### src/rtl/ravenoc_vc_buffer.sv
// Multi-VC input buffer for one RaveNoC router port: per-VC FIFOs feeding a
// packet-locking output arbiter (round-robin or fixed priority).
module ravenoc_vc_buffer #(
    parameter int FLIT_WIDTH = 34,
    parameter int N_VIRT_CHN = 3,
    parameter int BUFF_DEPTH = 4,
    parameter int ARB_MODE   = 0,
    parameter int LOCK_PKT   = 1,
    localparam int VC_W      = $clog2(N_VIRT_CHN > 1 ? N_VIRT_CHN : 2)
) (
    input  logic                  clk,
    input  logic                  arst,
    input  logic [FLIT_WIDTH-1:0] flit_data_i,
    input  logic                  valid_i,
    output logic                  ready_o,
    input  logic [VC_W-1:0]       vc_id_i,
    output logic [FLIT_WIDTH-1:0] flit_data_o,
    output logic                  valid_o,
    input  logic                  ready_i,
    output logic [VC_W-1:0]       vc_id_o,
    output logic [N_VIRT_CHN-1:0] full_o,
    output logic [N_VIRT_CHN-1:0] empty_o,
    output logic                  drop_o
);
    localparam int PTR_W = $clog2(BUFF_DEPTH);

    typedef enum logic {
        ST_IDLE   = 1'b0,
        ST_LOCKED = 1'b1
    } arb_state_t;

    logic [FLIT_WIDTH-1:0] mem_q    [N_VIRT_CHN][BUFF_DEPTH];
    logic [FLIT_WIDTH-1:0] mem_d    [N_VIRT_CHN][BUFF_DEPTH];
    logic [PTR_W:0]        wr_ptr_q [N_VIRT_CHN];
    logic [PTR_W:0]        wr_ptr_d [N_VIRT_CHN];
    logic [PTR_W:0]        rd_ptr_q [N_VIRT_CHN];
    logic [PTR_W:0]        rd_ptr_d [N_VIRT_CHN];
    arb_state_t            state_q, state_d;
    logic [VC_W-1:0]       grant_q, grant_d;
    logic [VC_W-1:0]       rr_last_q, rr_last_d;
    logic                  drop_q, drop_d;

    logic                  vc_legal_s;
    logic                  full_sel_s;
    logic                  wr_en_s;
    logic                  rd_en_s;
    logic                  any_req_s;
    logic                  grant_empty_s;
    logic [FLIT_WIDTH-1:0] head_s;
    logic [VC_W-1:0]       pick_s;

    // Per-VC full/empty from wrap-bit pointers
    always_comb begin
        for (int v = 0; v < N_VIRT_CHN; v++) begin
            empty_o[v] = (wr_ptr_q[v] == rd_ptr_q[v]);
            full_o[v]  = (wr_ptr_q[v][PTR_W-1:0] == rd_ptr_q[v][PTR_W-1:0]) &&
                         (wr_ptr_q[v][PTR_W] != rd_ptr_q[v][PTR_W]);
        end
    end

    // Input acceptance; an illegal VC is always accepted and then dropped
    always_comb begin
        vc_legal_s = (int'(vc_id_i) < N_VIRT_CHN);
        full_sel_s = 1'b0;
        for (int v = 0; v < N_VIRT_CHN; v++) begin
            full_sel_s = full_sel_s | (full_o[v] & (vc_id_i == VC_W'(v)));
        end
        ready_o = ~full_sel_s;
        wr_en_s = valid_i & ready_o & vc_legal_s;
        drop_d  = valid_i & ~vc_legal_s;
    end

    // Output side: head of the granted FIFO, zeroed when not valid
    always_comb begin
        head_s        = {FLIT_WIDTH{1'b0}};
        grant_empty_s = 1'b1;
        for (int v = 0; v < N_VIRT_CHN; v++) begin
            head_s        = (grant_q == VC_W'(v)) ? mem_q[v][rd_ptr_q[v][PTR_W-1:0]] : head_s;
            grant_empty_s = (grant_q == VC_W'(v)) ? empty_o[v] : grant_empty_s;
        end
        valid_o     = (state_q == ST_LOCKED) & ~grant_empty_s;
        flit_data_o = valid_o ? head_s : {FLIT_WIDTH{1'b0}};
        vc_id_o     = grant_q;
        rd_en_s     = valid_o & ready_i;
        drop_o      = drop_q;
    end

    // FIFO storage and pointer updates
    always_comb begin
        mem_d = mem_q;
        for (int v = 0; v < N_VIRT_CHN; v++) begin
            if (wr_en_s && (vc_id_i == VC_W'(v))) begin
                mem_d[v][wr_ptr_q[v][PTR_W-1:0]] = flit_data_i;
                wr_ptr_d[v] = wr_ptr_q[v] + {{PTR_W{1'b0}}, 1'b1};
            end else begin
                wr_ptr_d[v] = wr_ptr_q[v];
            end
            if (rd_en_s && (grant_q == VC_W'(v))) begin
                rd_ptr_d[v] = rd_ptr_q[v] + {{PTR_W{1'b0}}, 1'b1};
            end else begin
                rd_ptr_d[v] = rd_ptr_q[v];
            end
        end
    end

    // Arbitration pick; later assignments win, so scan order is lowest priority first
    always_comb begin
        any_req_s = ~&empty_o;
        pick_s    = rr_last_q;
        if (ARB_MODE == 1) begin
            for (int v = 0; v < N_VIRT_CHN; v++) begin
                pick_s = empty_o[v] ? pick_s : VC_W'(v);
            end
        end else begin
            for (int k = N_VIRT_CHN; k >= 1; k--) begin
                pick_s = empty_o[(int'(rr_last_q) + k) % N_VIRT_CHN] ? pick_s :
                         VC_W'((int'(rr_last_q) + k) % N_VIRT_CHN);
            end
        end
    end

    // Arbiter FSM next state; the MSB of the type field marks tail / head_tail
    always_comb begin
        state_d   = state_q;
        grant_d   = grant_q;
        rr_last_d = rr_last_q;
        case (state_q)
            ST_IDLE: begin
                if (any_req_s) begin
                    grant_d   = pick_s;
                    rr_last_d = pick_s;
                    state_d   = ST_LOCKED;
                end else begin
                    state_d   = ST_IDLE;
                end
            end
            ST_LOCKED: begin
                if (rd_en_s && ((LOCK_PKT == 0) || head_s[FLIT_WIDTH-1])) begin
                    state_d = ST_IDLE;
                end else begin
                    state_d = ST_LOCKED;
                end
            end
            default: state_d = ST_IDLE;
        endcase
    end

    // Control and pointer registers
    always_ff @(posedge clk or negedge arst) begin
        if (!arst) begin
            for (int v = 0; v < N_VIRT_CHN; v++) begin
                wr_ptr_q[v] <= {(PTR_W+1){1'b0}};
                rd_ptr_q[v] <= {(PTR_W+1){1'b0}};
            end
            state_q   <= ST_IDLE;
            grant_q   <= {VC_W{1'b0}};
            rr_last_q <= VC_W'(N_VIRT_CHN - 1);
            drop_q    <= 1'b0;
        end else begin
            wr_ptr_q  <= wr_ptr_d;
            rd_ptr_q  <= rd_ptr_d;
            state_q   <= state_d;
            grant_q   <= grant_d;
            rr_last_q <= rr_last_d;
            drop_q    <= drop_d;
        end
    end

    // Flit storage needs no reset: contents are only visible behind valid pointers
    always_ff @(posedge clk) begin
        mem_q <= mem_d;
    end

endmodule

### config.mk
export PLATFORM = sky130hd
export DESIGN_NAME = ravenoc_vc_buffer
export DESIGN_NICKNAME = d
export VERILOG_FILES = /design/src/rtl/ravenoc_vc_buffer.sv
export SDC_FILE = /design/constraint.sdc
export NUM_CORES = 1
export LEC_CHECK = 0
export CAP_MARGIN = 20
export CORE_UTILIZATION = 65
export CTS_BUF_LIST = sky130_fd_sc_hd__clkbuf_8
export DETAILED_ROUTE_END_ITERATION = 10
export GPL_TIMING_DRIVEN = 1
export PLACE_DENSITY = 0.88
export SLEW_MARGIN = 20
export SYNTH_ARGS = -nofsm -noshare
export SYNTH_HDL_FRONTEND = slang
export SYNTH_SLANG_ARGS = --single-unit
### constraint.sdc
create_clock -name clk -period 6.2 [get_ports clk]
set_clock_uncertainty 0.05 [all_clocks]
set_input_delay 0.93 -clock clk [delete_from_list [all_inputs] [get_ports clk]]
set_output_delay 0.93 -clock clk [all_outputs]
set_load 0.01 [all_outputs]
==> results of run 1 <==
## cell usage after synthesis, types with 2 or more instances
cell and instances:
nor4b_2 2, nor3_1 3, buf_1 4, nor4_1 2, mux2i_1 39, buf_2 13
buf_4 3, dfrtp_1 22, and2_1 13, xor2_1 11, edfxtp_1 408, a21o_1 3
inv_1 15, nand2_1 13, a31oi_1 3, xnor2_1 12, mux4_2 102, a21oi_1 37
nor2_1 75, mux2_2 3, ha_1 18, buf_6 6, o31ai_1 2, o21ai_0 4
clkbuf_1 16
## area by class of cell
| type | instances | area [sq um] | share of cell area (%) |
|---|---|---|---|
| inverters | 16 | 65.06 | 0.3317 |
| clock buffers | 71 | 977.2 | 4.982 |
| repair buffers | 93 | 923.4 | 4.708 |
| diodes | 1 | 2.502 | 0.01276 |
| clock inverters | 49 | 241.5 | 1.231 |
| well taps | 335 | 419.2 | 2.137 |
| flip-flops and latches | 431 | 12840 | 65.46 |
| multi-input cells | 363 | 4146 | 21.14 |
## routing by layer
metal | global-route usage, % | part of all wire [%] | wire length [um] | vias up
met5 | 0 | 0 | 0 | -
met4 | 9.383 | 1.8 | 641 | 0
met3 | 5.299 | 7.9 | 2743 | 56
met2 | 44.08 | 51 | 17650 | 436
met1 | 37.59 | 39 | 13700 | 4474
li1 | - | - | - | 3680
## worst max path at each step
stage                    start         endpoint  slack (ns)  cells after the start
global placement    vc_id_o[0]  flit_data_o[33]        2.11                      5
CTS                 vc_id_o[0]  flit_data_o[11]        1.38                      5
finish              vc_id_o[0]  flit_data_o[11]        1.37                      5
detailed placement  vc_id_o[0]  flit_data_o[33]        2.04                      5
floorplan           vc_id_i[1]         mem_q[0]        3.37                      3
global route        vc_id_o[0]  flit_data_o[33]        1.19                      5
## through the flow
stage	util [%]	instance area [sq um]	hold WS (ns)
floorplan	-	17240	0.4104
global placement	70.48	18370	0.4257
detailed placement	70.48	18370	0.4318
CTS	75.16	19590	0.4503
global route	75.26	19610	0.3110
finish	75.27	19610	0.2609
## cell usage in the layout, fill, tap and decap left out, types with 6 or more instances in the layout
cell type / netlist / layout
a21oi_1: 37 / 37
buf_4: 3 / 8
clkinv_2: 0 / 6
xor2_1: 11 / 11
inv_1: 15 / 33
clkdlybuf4s50_1: 0 / 83
mux4_2: 102 / 102
nand2_1: 13 / 13
clkinv_1: 0 / 19
dfrtp_1: 22 / 14
nor2_1: 75 / 74
ha_1: 18 / 18
dfrtp_2: 0 / 8
mux2i_1: 39 / 39
clkbuf_8: 0 / 71
and2_2: 0 / 9
xnor2_1: 12 / 12
edfxtp_1: 408 / 408
## power breakdown
part           total (uW)  switching [uW]  internal (uW)
Combinational        3140            1660           1480
Sequential           3620             183           3440
Clock                2180            1070           1110
## logic make-up after synthesis
family	synth area share (%)
simple gates	3.084
fa+ha+maj	1.306
xor+xnor	1.263
buf+inv	1.712
compound gates	2.329
mux	15.91
flops	74.39
## sequential cells by signal, indices dropped and copies added, names as in the netlist
signal	count
mem_q	408
rd_ptr_q	9
wr_ptr_q	9
vc_id_o	2
drop_o	1
rr_last_q	1
state_q	1
==> impl_results.md, run 1 <==
- Synth-to-Final Area Change: 13.74%
- Reg2reg setup slack: 2.75 ns
- Max_slew headroom: 24.82%
- Clock Pin Slew Worst Setup and Hold Paths: 0.07 ns
- Req. time, crit path: 5.22 ns
- CP Data Arrival Time: 3.85 ns
- Chip height: 164.9 um
- Post-synth cell types: 48
- CTS tree: built
- Syn Inst Count: 852
- Asr flop ratio synth: 5.336%
- LEAKAGE: 0.006471 uW
- Fillcell total: 1346
- Starting DRC count in detailed routing: 841
- Detailed-route via count: 8646
- CTS Root Cell: clkbuf_8
- WL/cell: 25.56 um
- Row cnt: 59
- Vias per cell: 6.362
- Critical-path cell list: inv_1 > nor2_4 > a21oi_1 > nor2_1 > clkdlybuf4s50_1
- Antenna-violating nets left: 0
- Initial antenna violation count: 1
- Overall global routing resource usage: 27.17%
- Crit end category: output port
- Setup ws final: 1.370 ns
- Final Hold Vio Count: 0
- Detail Placement HPWL: 18670 um
- EDFF count, synth: 408
- Grt ovf: 0
- Peak VDD IR: 0.0003508 V
- Critical path type: reg -> out
- Clk buf depth: 3
- GPL Wtd Cong: 0.8466
- RSZ-0062 raised after global routing: false
- Synth Warn #: 0
- TritonCTS buffer count: 67
- Chip width: 164.9 um
- Vias in the first global route: 8914
- Synthesized area per cell: 20.24 sq um
- Finish-stage setup viols: 0
- Max_cap viols: 0
- Drt total wl: 34730 um
- CP Launch Type: flip-flop
- Synth top area cells: edfxtp_1 71%, mux4_2 13%, dfrtp_1 3.2%
- DP Worst Slack: 2.036 ns
- Drc violations: 0
- Power Dens Cells: 455.9 mW/mm^2
- Nets: 1030
- F_max: 207.1 MHz
- HP Class: in -> async
- Worst path slowest cell: dfrtp_2
- Global-route wire length before repair: 52390 um
- Core ar.: 0.02606 sq mm
- Post-cts hold buffer count: 0
- Run status: completed
- Port Buf Inserts: 84
- Mapped Area: 0.01724 sq mm
- Layout Cells excl Fill: 1359
- Worst-margin pin slew: 1.128 ns
- R2R cell count: 5
- Buffer and inverter count on the worst path: 2
- Worst flop-to-flop path endpoint: mem_q[116]
- Clock Latency Late Sink: 0.59 ns
- Area leader, netlist: edfxtp_1
- TNS Setup: 0 ns
- Die ar.: 0.02719 sq mm
- Final worst path period share: 77.90%
- Initial Utilization: 66.17%
- Pin count of the biggest net entering global routing: 41
- Synth Register Bits: 431
- Critical-path maximum fanout: 40
- Tot Pwr: 8942 uW
- IO Count: 85
- Placed cells: 1237
- Post-CTS setup-driven buffer insertion count: 0
- Pre-antenna DRT Iters: 7
- Slew Viols, Final: 0
- PostCTS Resize Cnt: 0
- Register area share after synthesis: 74.39%
- Htree depth: 3
- Delay-heaviest family, CP: simple AND/OR/NAND/NOR gates
- Layout cell share with drive strength beyond 1: 22.78%
- Minimum clock period: 4.830 ns
- Crit-path max cell delay: 1.02 ns
- Sink Count: 431
- Yosys top cell area share: 71.05%
- Syn Nets: 910
- Top FF cell, synth: edfxtp_1
- Launching point of the worst reg2reg path: rd_ptr_q[0]
Power figures use the tool's default switching activity.
==> inputs of run 2 (changes only) <==
--- a/config.mk
+++ b/config.mk
@@ -6,11 +6,11 @@
 export NUM_CORES = 1
 export LEC_CHECK = 0
 export CAP_MARGIN = 20
-export CORE_UTILIZATION = 65
+export CORE_UTILIZATION = 62
 export CTS_BUF_LIST = sky130_fd_sc_hd__clkbuf_8
 export DETAILED_ROUTE_END_ITERATION = 10
 export GPL_TIMING_DRIVEN = 1
-export PLACE_DENSITY = 0.88
+export PLACE_DENSITY = 0.85
 export SLEW_MARGIN = 20
 export SYNTH_ARGS = -nofsm -noshare
 export SYNTH_HDL_FRONTEND = slang
==> constraint.sdc (replaced) <==
create_clock -name clk -period 4.7 [get_ports clk]
set_clock_uncertainty 0.05 [all_clocks]
set_input_delay 0.705 -clock clk [delete_from_list [all_inputs] [get_ports clk]]
set_output_delay 0.705 -clock clk [all_outputs]
set_load 0.01 [all_outputs]
==> run 2 against run 1 <==
Against the previous run: sequential cell count did not move; utilization decreased by 2.7 points; clock power increased by 29%; design area rose by 0.29%; worst setup slack worse by 0.73 ns; first-iteration DRC count is 2.9% higher; clock-buffer cell count is the same; routed wire length down 0.99%; critical path depth is 2 higher; via count shrank 1.3%; final cell count rose by 2.9%; power is 31% higher; critical endpoint is now flit_data_o[2]; largest cell class unchanged.
==> impl_results.md, run 2 (synthesis gave the netlist of run 1 again) <==
- Run status: completed
- Grt ovf: 0
- Largest registers: mem_q: 408 flops, rd_ptr_q: 9 flops, wr_ptr_q: 9 flops
- TritonCTS buffer count: 68
- Critical path type: reg -> out
- Buffer and inverter count on the worst path: 2
- Max_cap viols: 0
- Initial antenna violation count: 2
- PostCTS Resize Cnt: 0
- Nets: 1040
- Footprint of the multi-input gates: 0.004145 sq mm
- Row cnt: 60
- CP Data Arrival Time: 3.31 ns
- Die ar.: 0.02848 sq mm
- CP Launch Type: flip-flop
- CTS Root Cell: clkbuf_8
- Port Buf Inserts: 84
- Initial Utilization: 63.63%
- Worst-margin pin slew: 1.097 ns
- Post-CTS setup-driven buffer insertion count: 0
- RSZ-0062 raised after global routing: false
- Core ar.: 0.02710 sq mm
- Max FFs per register: 408
- Detailed-route via count: 8532
- Sink Count: 431
- Slew Viols, Final: 0
- GPL Wtd Cong: 0.7543
- Critical-path maximum fanout: 16
- Fillcell total: 1549
- Finish-stage setup viols: 0
- R2R cell count: 6
- Chip height: 168.8 um
- Post-cts hold buffer count: 0
- Final worst path period share: 86.40%
- Vias per cell: 6.103
- LEAKAGE: 0.006491 uW
- Placed cells: 1284
- Vias in the first global route: 8927
- Pin count of the biggest net entering global routing: 40
- Minimum clock period: 4.061 ns
- Drt total wl: 34390 um
- Clk buf depth: 3
- Global-route wire length before repair: 51770 um
- CP most frequent cell: nor2_1
- Final Hold Vio Count: 0
- Antenna-violating nets left: 0
- Clock Latency Late Sink: 0.58 ns
- Peak VDD IR: 0.0004045 V
- Chip width: 168.8 um
- Worst flop-to-flop path endpoint: mem_q[4]
- Worst path slowest cell: dfrtp_2
- Critical-path cell list: buf_4 > mux4_2 > mux2i_1 > nor2_1 > a21oi_1 > nor2_1 > clkdlybuf4s50_1
- Drc violations: 0
- Clock Pin Slew Worst Setup and Hold Paths: 0.06 ns
- Layout Cells excl Fill: 1398
- Delay-heaviest family, CP: buffers and inverters
- Pre-antenna DRT Iters: 5
- TNS Setup: 0 ns
- Top register by number of flip-flops: mem_q
- Overall global routing resource usage: 24.99%
- HP Class: in -> async
- Crit end category: output port
- Detail Placement HPWL: 19170 um
- Power Dens Cells: 597.5 mW/mm^2
- Commonest non-fill, non-tap cell in the layout: edfxtp_1
- Register area: 0.01284 sq mm
- Launching point of the worst reg2reg path: rd_ptr_q[1]
- Req. time, crit path: 3.94 ns
- Crit-path max cell delay: 0.68 ns
- CTS tree: built
- Synth-to-Final Area Change: 14.07%
- Starting DRC count in detailed routing: 865
- Layout cell share with drive strength beyond 1: 23.02%
- Htree depth: 3
- Most frequent cells in the layout: 408 x edfxtp_1, 102 x mux4_2, 83 x clkdlybuf4s50_1, 74 x nor2_1, 71 x clkbuf_8
- F_max: 246.2 MHz
- IO Count: 85
- Max_slew headroom: 26.71%
- WL/cell: 24.60 um
- Reg2reg setup slack: 1.46 ns
-- run 2: final cells by class --
cell class / instances / area share (%)
multi-input combinational: 363 / 21.07
inverter: 16 / 0.3308
timing repair buffer: 102 / 5.000
antenna: 1 / 0.01272
tap: 372 / 2.366
clock buffer: 71 / 4.968
sequential: 431 / 65.27
clock inverter: 42 / 0.9796
-- run 2: per-layer routing --
metal  GRT usage [%]  share of wire (%)
met5               0              0.047
met4           8.972                1.7
met3           5.237                7.7
met2           40.30                 50
met1           34.41                 40
-- run 2: stage by stage --
stage / area [sq um] / util [%] / total power [uW] / hold WS, ns / worst slack [ns]
2_1_floorplan: 17240 / - / 7616 / 0.3594 / 2.038
6_report: 19670 / 72.58 / 11750 / 0.06364 / 0.6391
4_1_cts: 19670 / 72.58 / 11810 / 0.4399 / 0.5557
3_5_place_dp: 18500 / 68.26 / 9035 / 0.4316 / 1.196
3_3_place_gp: 18500 / 68.26 / 8909 / 0.4252 / 1.275
5_1_grt: 19670 / 72.58 / 12290 / 0.07755 / 0.4040
-- run 2: worst max-delay path by stage --
stage | start | end | slack, ns | cells past startpoint
after floorplan | rd_ptr_q[0] | mem_q[0] | 2.04 | 5
after global placement | rd_ptr_q[0] | flit_data_o[3] | 1.28 | 7
after detailed placement | rd_ptr_q[0] | flit_data_o[2] | 1.20 | 7
after CTS | rd_ptr_q[0] | flit_data_o[2] | 0.56 | 7
after global routing | rd_ptr_q[0] | flit_data_o[2] | 0.40 | 7
final | rd_ptr_q[0] | flit_data_o[2] | 0.64 | 7
-- run 2: report_power, final --
group | switching [uW] | leakage (uW) | internal (uW)
registers | 226 | 0.00395 | 4540
clock network | 1370 | 0.000661 | 1440
logic | 2190 | 0.00188 | 1990
==> RTL edit (settings of run 1) <==
Make the reset (`arst`) synchronous in one clocked block.
--- a/src/rtl/ravenoc_vc_buffer.sv
+++ b/src/rtl/ravenoc_vc_buffer.sv
@@ -146,7 +146,7 @@
     end
 
     // Control and pointer registers
-    always_ff @(posedge clk or negedge arst) begin
+    always_ff @(posedge clk) begin
         if (!arst) begin
             for (int v = 0; v < N_VIRT_CHN; v++) begin
                 wr_ptr_q[v] <= {(PTR_W+1){1'b0}};
Formal check against the unedited RTL: differs if arst is asserted again (counterexample within 4 cycles, from zero or initial values and one cycle with arst low); with arst held inactive, the same outputs for 4 cycles.
==> RTL edit against run 1 <==
Area after synthesis shrank 0.20%. Worst hold slack improved by 0.27 ns. Cell area down 0.19%. Die area fell by 0.19%. Worst setup slack better by 0.20 ns. Sequential cell count unchanged. Wire length rose by 5.0%.
Power is not compared: it rests on default switching activity, and its combinational part moved more than twofold at a synthesized area within 25%.
==> RTL edit: results (changes against run 1) <==
vias=9180 (was 8646); maximum vdd drop=0.251 mV; worst r2r path cells=3 (was 5); worst r2r src=rd_ptr_q[3]$_SDFFE_PN0P_ (was rd_ptr_q[0]$_DFFE_PN0P_); fill cell count=1388 (was 1346); WP data arrival=3.65 ns (was 3.85 ns); worst skew pair latency=0.57 ns (was 0.59 ns); port buffer count=84 (unchanged); non-filler instance count after layout=1419 (was 1359); Hold WS=0.532 ns (was 0.261 ns); r2r setup slk=2.58 ns (was 2.75 ns); Resized cells post-CTS=0 (unchanged); part of the Yosys area used for sequential elements=73.9% (was 74.4%); DP HPWL=18800 um (was 18700 um); Max H-tree Level=3 (unchanged); Pre-antenna DRT Iters=5 (was 7); Max-Cap Viols=0 (unchanged); Pleak=about 6.3 nW; share of cells above drive strength 1=20.4% (was 22.8%); Yosys cell types=46 (was 48); largest cells by area after synthesis=edfxtp_1 71%, mux4_2 13%, dfxtp_1 2.7%, a21oi_1 2.1%, nand2_1 1.7% (was edfxtp_1 71%, mux4_2 13%, dfrtp_1 3.2%, mux2i_1 2.3%, nor2_1 1.6%); antenna violations before repair=1 (unchanged); placed insts=1302 (was 1237); CTS root buf=clkbuf_8 (unchanged); GRT Overall Usage=27.9% (was 27.2%); status=finished clean (unchanged); min-delay src=wr_ptr_q[8]$_SDFFE_PN0P_; peak fanout along the critical path=35 (was 40); cts bufs inserted=67 (unchanged); DR iter-0 viols=914 (was 841); Slew HR=21.5% (was 24.8%); largest net degree at the start of global routing=42 (was 41); postcts setup bufs=0 (unchanged); HP Class=flop to flop (was input port to asynchronous set/reset pin); biggest regs=mem_q (408), rd_ptr_q (9), wr_ptr_q (9) (unchanged); first-pass GRT wire length=54200 um (was 52400 um); Synthesized Nets=983 (was 910); RR Endpoint=mem_q[250]$_DFFE_PP_ (was mem_q[116]$_DFFE_PP_); register clock-pin slew on the reported worst setup and hold paths=approximately 0.060 ns; most common library cells after synthesis=408 x edfxtp_1, 102 x mux4_2, 77 x nand2_1 (was 408 x edfxtp_1, 102 x mux4_2, 75 x nor2_1); cells after synthesis=924 (was 852); hold path cells=2; routability cong.=0.873 (was 0.847); placed inst area=18400 sq um (about the same); drt wl/cell=25.7 um (was 25.6 um); vias in the first global route=9378 (was 8914); Async SR Flop Fraction=0% (was 5.34%); fin nets=1095 (was 1030)
## RTL edit: cell types whose count changed after synthesis, sizes merged, moves of 11 or more
| cell | change |
|---|---|
| nand2 | +64 |
| nor2 | -36 |
| a21oi | +35 |
| mux2i | -33 |
| dfxtp | +23 |
| dfrtp | -22 |
| clkbuf | +11 |
## RTL edit: stage by stage
stage / power (mW) / util (%) / setup slack, ns
after floorplan: 3.57 / - / 3.09
after global placement: 3.78 / 70.6 / 2.23
after detailed placement: 3.79 / 70.6 / 2.11
after CTS: 5.94 / 75.3 / 1.48
after global routing: 6.10 / 75.3 / 1.34
final: 5.93 / 75.3 / 1.57
## RTL edit: cell families (layout without fill, tap and decap cells)
kind of cell	Yosys count	in the layout	synth area share, %
buffers and inverters	66	224	1.64
xor gates and xnor gates	27	27	1.46
adders and majority gates	19	19	1.38
other	0	2	0
muxes	109	109	13.8
AOI/OAI and AO/OA	98	98	3.24
and+or+nand+nor	174	174	4.65
DFF	431	431	73.9
## RTL edit: worst max-delay path, cell delays in order (launching register included)
cell and delay [ns]:
dfxtp_2 1.00, xor2_1 0.22, nor4_1 0.31, o32a_2 0.84, nor2_1 0.15, clkdlybuf4s50_1 0.54
## RTL edit: final cells by class
class,count,area share (%)
clock inverters,45,1.28
diodes,2,0.0256
well taps,335,2.14
inverters,16,0.307
multi-input cells,427,21.7
clock buffers,70,4.92
flip-flops and latches,431,65.0
repair buffers,93,4.64
## RTL edit: per-layer routing
metal,part of all wire [%],vias up,global-route usage [%]
li1,-,3894,-
met1,39,4701,37.7
met2,49,497,45.2
met3,8.6,88,5.55
met4,3.3,0,11.9
met5,0,-,0
## RTL edit: worst max path at each step
stage	from	to	slack [ns]	cells after the start
3_3_place_gp	rd_ptr_q[6]$_SDFFE_PN0P_	flit_data_o[33]	2.23	5
3_5_place_dp	rd_ptr_q[6]$_SDFFE_PN0P_	flit_data_o[14]	2.11	5
2_1_floorplan	vc_id_i[1]	mem_q[272]$_DFFE_PP_	3.09	3
4_1_cts	rd_ptr_q[6]$_SDFFE_PN0P_	flit_data_o[14]	1.48	5
6_report	rd_ptr_q[6]$_SDFFE_PN0P_	flit_data_o[14]	1.57	5
5_1_grt	rd_ptr_q[6]$_SDFFE_PN0P_	flit_data_o[3]	1.34	5
## RTL edit: power by group through the flow
stage	logic, mW	registers (mW)	clock network, mW
6_report	0.460	3.28	2.20
4_1_cts	0.453	3.28	2.21
2_1_floorplan	0.276	3.30	0
3_5_place_dp	0.450	3.34	0
5_1_grt	0.491	3.28	2.32
3_3_place_gp	0.441	3.33	0
